<file path="config.mk">
export PLATFORM = sky130hd
export DESIGN_NAME = fp_wb_arb
export DESIGN_NICKNAME = d
export VERILOG_FILES = /design/src/rtl/cpu_params_pkg.sv /design/src/rtl/fp_wb_arb.sv
export SDC_FILE = /design/constraint.sdc
export NUM_CORES = 1
export LEC_CHECK = 0
export ABC_AREA = 1
export ABC_CLOCK_PERIOD_IN_PS = 6500
export CORE_UTILIZATION = 45
export CTS_BUF_LIST = sky130_fd_sc_hd__clkbuf_4
export DETAILED_ROUTE_END_ITERATION = 8
export HOLD_SLACK_MARGIN = 0.05
export PLACE_DENSITY = 0.68
export SLEW_MARGIN = 20
export SYNTH_ARGS = -nofsm -noshare
export SYNTH_HDL_FRONTEND = slang
export SYNTH_SLANG_ARGS = --single-unit
</file>
<file path="constraint.sdc">
create_clock -name clk_in -period 6.5 [get_ports clk_in]
set_input_delay 1.3 -clock clk_in [delete_from_list [all_inputs] [get_ports clk_in]]
set_output_delay 1.3 -clock clk_in [all_outputs]
set_load 0.05 [all_outputs]
</file>
<file path="src/rtl/cpu_params_pkg.sv">
// Shared CPU sizing: FP register count, FP data width and register address width.
package cpu_params_pkg;
    localparam int MAX_FPR = 32;
    localparam int FLEN    = 32;
    localparam int FPR_ASZ = 5;
endpackage

</file>
<file path="src/rtl/fp_wb_arb.sv">
// FP register-file write arbiter: loads win and write at N+1; FPU results queue and write no earlier than N+2.
// fpu_ready drops when the FIFO is full; FP_WB_SCOREBOARD_EN adds per-register pending bits.
module fp_wb_arb
    import cpu_params_pkg::*;
#(
    parameter int FIFO_DEPTH = 4
) (
    input  logic               clk_in,
    input  logic               reset_in,
    input  logic               ld_valid,
    input  logic [FPR_ASZ-1:0] ld_addr,
    input  logic [FLEN-1:0]    ld_data,
    input  logic               fpu_valid,
    output logic               fpu_ready,
    input  logic [FPR_ASZ-1:0] fpu_addr,
    input  logic [FLEN-1:0]    fpu_data,
    input  logic               iss_valid,
    input  logic [FPR_ASZ-1:0] iss_addr,
    output logic               fpr_Fd_wr,
    output logic [FPR_ASZ-1:0] fpr_Fd_addr,
    output logic [FLEN-1:0]    fpr_Fd_data,
    output logic [MAX_FPR-1:0] fpr_pending
);

    localparam int PW = $clog2(FIFO_DEPTH);
    localparam int CW = PW + 1;

    logic [FPR_ASZ-1:0] mem_addr [FIFO_DEPTH];
    logic [FLEN-1:0]    mem_data [FIFO_DEPTH];
    logic [PW-1:0]      wr_ptr;
    logic [PW-1:0]      rd_ptr;
    logic [CW-1:0]      count;
    logic               push;
    logic               pop;

    // Ready depends only on registered occupancy, so a same-cycle pop never frees a slot early.
    assign fpu_ready = (count < CW'(FIFO_DEPTH));
    assign push      = fpu_valid & fpu_ready;
    assign pop       = !ld_valid && (count != '0);

    always_ff @(posedge clk_in) begin
        if (push) begin
            mem_addr[wr_ptr] <= fpu_addr;
            mem_data[wr_ptr] <= fpu_data;
        end
    end

    always_ff @(posedge clk_in) begin
        if (reset_in) begin
            wr_ptr <= '0;
            rd_ptr <= '0;
            count  <= '0;
        end else begin
            if (push) begin
                wr_ptr <= wr_ptr + 1'b1;
            end
            if (pop) begin
                rd_ptr <= rd_ptr + 1'b1;
            end
            case ({push, pop})
                2'b10:   count <= count + 1'b1;
                2'b01:   count <= count - 1'b1;
                default: count <= count;
            endcase
        end
    end

    always_ff @(posedge clk_in) begin
        if (reset_in) begin
            fpr_Fd_wr   <= 1'b0;
            fpr_Fd_addr <= '0;
            fpr_Fd_data <= '0;
        end else begin
            fpr_Fd_wr <= ld_valid | pop;
            if (ld_valid) begin
                fpr_Fd_addr <= ld_addr;
                fpr_Fd_data <= ld_data;
            end else if (pop) begin
                fpr_Fd_addr <= mem_addr[rd_ptr];
                fpr_Fd_data <= mem_data[rd_ptr];
            end
        end
    end

`ifdef FP_WB_SCOREBOARD_EN
    logic [MAX_FPR-1:0] pending_nxt;

    // Set is applied after clear so a re-issue in the clearing cycle keeps the bit.
    always_comb begin
        pending_nxt = fpr_pending;
        if (fpr_Fd_wr) begin
            pending_nxt[fpr_Fd_addr] = 1'b0;
        end
        if (iss_valid) begin
            pending_nxt[iss_addr] = 1'b1;
        end
    end

    always_ff @(posedge clk_in) begin
        if (reset_in) begin
            fpr_pending <= '0;
        end else begin
            fpr_pending <= pending_nxt;
        end
    end
`else
    logic unused_iss;

    assign unused_iss  = ^{iss_valid, iss_addr};
    assign fpr_pending = '0;
`endif

endmodule

</file>
======== Word level (Yosys, flattened, before mapping) ========
Memory sizes are Yosys's and may differ from the RTL's. A register that Yosys moved wholly into a read port is not among the register bits.
Cells that the tools add are included.
cells by class
  $mul .................................... 0
  reduce and logical (&&, ||, !) cells .... 5
  $add $sub $neg .......................... 4
  multiplexer cells ....................... 11
  $lt $le $gt $ge ......................... 1
  equal/unequal tests ..................... 2
  divide/modulo/power cells ............... 0
  shift-type cells ........................ 0
  bitwise logic cells ..................... 2
operators by type and width
  cell                 count
  $mux 32              2
  $mux 5               2
  $mux 2               4
  $pmux 3 s2           1
  $add 2x1->2 const B  2
  $reduce_bool 2->1    2
  $add 3x1->3 const B  1
  $lt 3x3->1 const B   1
  $reduce_bool 3->1    1
  $sub 3x1->3 const B  1
  $eq 2x1->1 const B   1
  $eq 2x2->1 const B   1
  $mux 1               2
  $and 1x1->1          1
  $logic_and 1x1->1    1
  $logic_not 1->1      1
  $or 1x1->1           1
word-level totals
  bits in latches ......................... 0
  output and inout bits ................... 71
  flip-flop bits (word level) ............. 45
  memories kept ........................... 2
  bits of input ports ..................... 84
  bits in writable memories ............... 148
  bits in read-only memories .............. 0
memory list
  name      depth  width  read ports  clocked after memory_dff  wr ports  line             source
  mem_data  4      32     1           1                         1         fp_wb_arb.sv:29  logic [FLEN-1:0] mem_data [FIFO_DEPTH];
  mem_addr  4      5      1           1                         1         fp_wb_arb.sv:28  logic [FPR_ASZ-1:0] mem_addr [FIFO_DEPTH];

======== Longest topological paths before layout ========
  depth in word-level cells ............... 4
  mapped depth ............................ 12
  mapped depth without buffers ............ 12

======== Worst setup path before layout ========
No wires, ideal clock.
  path type ............................... input-to-reg
  start point ............................. input port fpu_valid
  end point ............................... memory mem_addr[0][0], enable pin
  library setup time ...................... 0.431 ns
  stages on the path ...................... 2
  buffers on the path ..................... 0
  slack ................................... 3.007 ns
  arrival time ............................ 3.061 ns
  cells stage by stage .................... nand2_1 nor2_1
on the way
  cells in the longest elaborated chain, start to end .. 3
ends and longest elaborated chain
  item                          line             source
  from (decl)                   fp_wb_arb.sv:13  input logic fpu_valid,
  $and 1x1->1                   fp_wb_arb.sv:38  assign push = fpu_valid & fpu_ready;
  $mux 1                        fp_wb_arb.sv:42  if (push) begin
  $mux 1 (implied by the code)  fp_wb_arb.sv:43  mem_addr[wr_ptr] <= fpu_addr;
  to (decl)                     fp_wb_arb.sv:28
No other way between the ends.

======== Worst setup path in the final report ========
  start point ............................. input port ld_valid
  end point ............................... register fpr_Fd_data[14]
on the way
  cells in the longest elaborated chain, start to end .. 3
  elaborated cells between the ends (all ways) .. 4
  those cells by class .................... mux: 1; reduce/logical: 3
ends and longest elaborated chain
  item                                line             source
  from (decl)                         fp_wb_arb.sv:10  input logic ld_valid,
  $logic_not 1->1                     fp_wb_arb.sv:39  assign pop = !ld_valid && (count != '0);
  $logic_and 1x1->1                   fp_wb_arb.sv:39
  $reduce_bool 2->1 (no source line)  --
  to (signal assigned)                fp_wb_arb.sv:77  fpr_Fd_data <= ld_data;
  to (signal assigned)                fp_wb_arb.sv:80  fpr_Fd_data <= mem_data[rd_ptr];
  to (decl)                           fp_wb_arb.sv:21  output logic [FLEN-1:0] fpr_Fd_data,
Parallel ways exist; a longest one is shown, timed or not.
A chain may end at the register's enable or synchronous reset.

==> out/qor.txt <==
DRT Wirelength -> 16600 µm
Worst path bufs/invs -> 3
Final Hold Viols -> 0
Antenna-violating nets left -> 0
Synthesized instance count -> 773
Cell count along the critical path -> 6
Via density -> 4.88
Maximum fanout along the worst path -> 39
Slew headroom -> 0.381
Combinational power share -> 0.337
CTS tree -> built
Die Wd -> 136 µm
Final period util -> 0.548
Pwr/cell area -> 366 nW/µm²
Clock share of power -> 0.202
Layout area overhead -> 18.5%
CP required -> 6.97 ns
Largest stage delay, worst path -> 0.77 ns
Slowest-stage cell, CP -> inv_2
CP Cell Sequence -> buf_2 -> inv_2 -> nand3_2 -> buf_4 -> o21ai_0 -> a21oi_2
Root Driver -> clkbuf_4
Post-route cell area -> 9600 µm²
FF-to-FF setup slack -> 4.31 ns
# rows -> 48
CP endpoint kind -> register
Setup Fix Bufs, Post-CTS -> 0
Area of the multi-input gates -> 2180 µm²
Reg2Reg Depth -> 4
Gr usage total -> 0.187
Clock sinks -> 195
Number of global-route vias before repair -> 5060
Max-cap viol count -> 0
Buffer levels on the longest clock path -> 2
Synthesized cell area -> 8100 µm²
Top achievable clock speed -> 281 MHz
Synth top area cells -> edfxtp_1 (55%), dfxtp_1 (12%), nand2_1 (11%), nand3_1 (6.9%), buf_4 (3.4%)
Final setup fails -> 0
Core area -> 17400 µm²
Fin Setup TNS -> 0 ns
Worst r2r dst -> fpr_Fd_data[0]
Grt total ovfl -> 0
Slew Viols, Final -> 0
Port bufs -> 116
Routed WL per cell -> 15.0 µm
Synth top area share -> 0.549
Start point of the critical path -> ld_valid
Die height -> 136 µm
Kind of critical path -> in2reg
Crit path arrival time -> 4.03 ns
DRC -> 0
Largest net degree at the start of global routing -> 75
Clock transition at path regs -> 0.14 ns
Number of detailed-route iterations in the first pass -> 4
First-pass GRT wire length -> 25800 µm
End of the critical path -> fpr_Fd_data[14]
Mean Syn Cell Area -> 10.5 µm²
P_leak -> 3.75 nW
Hold buffers post-CTS -> 0
Full die area -> 18500 µm²
Initial antenna violation count -> 3
Commonest non-fill, non-tap cell in the layout -> nand2_1
Min-delay worst type -> reg2reg
Worst-skew pair later-pin latency -> 0.58 ns
Final Skew -> 0.0315 ns
Routability congestion estimate from global placement -> 0.682
Placed inst area -> 9270 µm²
Routed vias -> 5419
Synthesis Warnings -> 0
Yosys cell types -> 25
Layout cell share with drive strength beyond 1 -> 0.0655
Total CTS buffers -> 17
Cell taking the most area after synthesis -> edfxtp_1
DP HPWL -> 9590 µm
Register area -> 5390 µm²
I/O Pins -> 155
Tmin final -> 3.56 ns
Type of origin of the critical path -> input port
Seq pwr share -> 0.462
#FFs+latches synth -> 195
Worst VDD drop -> 0.000215 V
P_int -> 2.21 mW
Filler instances -> 1518
Switching Share -> 0.369
NumNets Final -> 962
Status -> completed
NetSw -> 1.30 mW
CP delay by family, top -> buffers and inverters
RSZ-0062 raised after global routing -> no
H-tree depth -> 4
Post-CTS sizing -> 0
Most frequent cells in the layout -> nand2_1 (233), edfxtp_1 (148), clkdlybuf4s50_1 (115), nand3_1 (112), inv_1 (52)
Starting Density -> 0.465
Register area share after synthesis -> 0.665
Starting DRT DRC Count -> 232
Worst Max-Slew Pin Slew -> 0.929 ns
## power by group through the flow
stage	clock (mW)	combinational [mW]	sequential [mW]
3_5_place_dp	0	1.20	1.65
6_report	0.708	1.18	1.62
3_3_place_gp	0	1.18	1.65
5_1_grt	0.773	1.30	1.64
2_1_floorplan	0	0.626	1.89
4_1_cts	0.725	1.20	1.62
## metrics by stage
step	hold WS, ns	setup slack [ns]	power, mW	utilization	instances
global route	0.541	2.68	3.71	0.551	1111
finish	0.521	2.94	3.51	0.551	1111
detailed placement	0.500	2.22	2.85	0.532	1078
global placement	0.478	2.23	2.83	0.532	1078
floorplan	0.462	3.01	2.51	-	804
CTS	0.519	2.87	3.55	0.551	1110
## worst min-delay path, cell delays in order (launching register included)
cell and delay [ns]:
dfxtp_1 0.35, nand2_1 0.07, a21oi_1 0.07
## cell families after synthesis
kind of cell,count (synthesis),synth area share
flip-flops,195,0.665
adder cells (fa/ha/maj),6,0.0102
AO/OA/AOI/OAI,83,0.0545
other,1,0.000463
buffers and inverters,130,0.0845
XOR/XNOR,1,0.00108
AND/OR/NAND/NOR,357,0.184
## synthesized netlist by cell type (all sizes together)
cell type,instances
conb,1
buf,64
xor2,1
o21ai,41
ha,5
nand3,113
a21oi,42
clkbuf,11
nand2,233
edfxtp,148
fa,1
dfxtp,47
or2,1
nor2,9
inv,55
nand4,1
## worst min path at each step
stage / slack (ns) / endpoint / cells after the start / start
6_report: 0.52 / register / 2 / rd_ptr[1]
3_3_place_gp: 0.48 / register / 2 / rd_ptr[1]
5_1_grt: 0.54 / register / 2 / rd_ptr[1]
3_5_place_dp: 0.50 / register / 2 / rd_ptr[1]
4_1_cts: 0.52 / register / 2 / rd_ptr[1]
2_1_floorplan: 0.46 / register / 2 / rd_ptr[1]
## area by class of cell
cell class,instances,share of cell area
Antenna cell,1,0.000261
Inverter,55,0.0215
Sequential cell,195,0.561
Clock inverter,13,0.0189
Timing Repair Buffer,124,0.127
Tap cell,225,0.0293
Clock buffer,19,0.0149
Multi-Input combinational cell,479,0.227
## state kept, by name (all words and copies together) (netlist names), named ones only
name,flops
mem_data,128
fpr_Fd_data,32
mem_addr,20
fpr_Fd_addr,5
count,3
rd_ptr,2
wr_ptr,2
fpr_Fd_wr,1
## metal layers
metal  GRT usage  up-vias  share of wire
met5           0        -        0.00078
met1       0.237     2523           0.44
li1            -     2725              -
met3      0.0429       20          0.054
met4      0.0691        2          0.011
met2       0.312      149           0.49
Power figures use the tool's default switching activity.
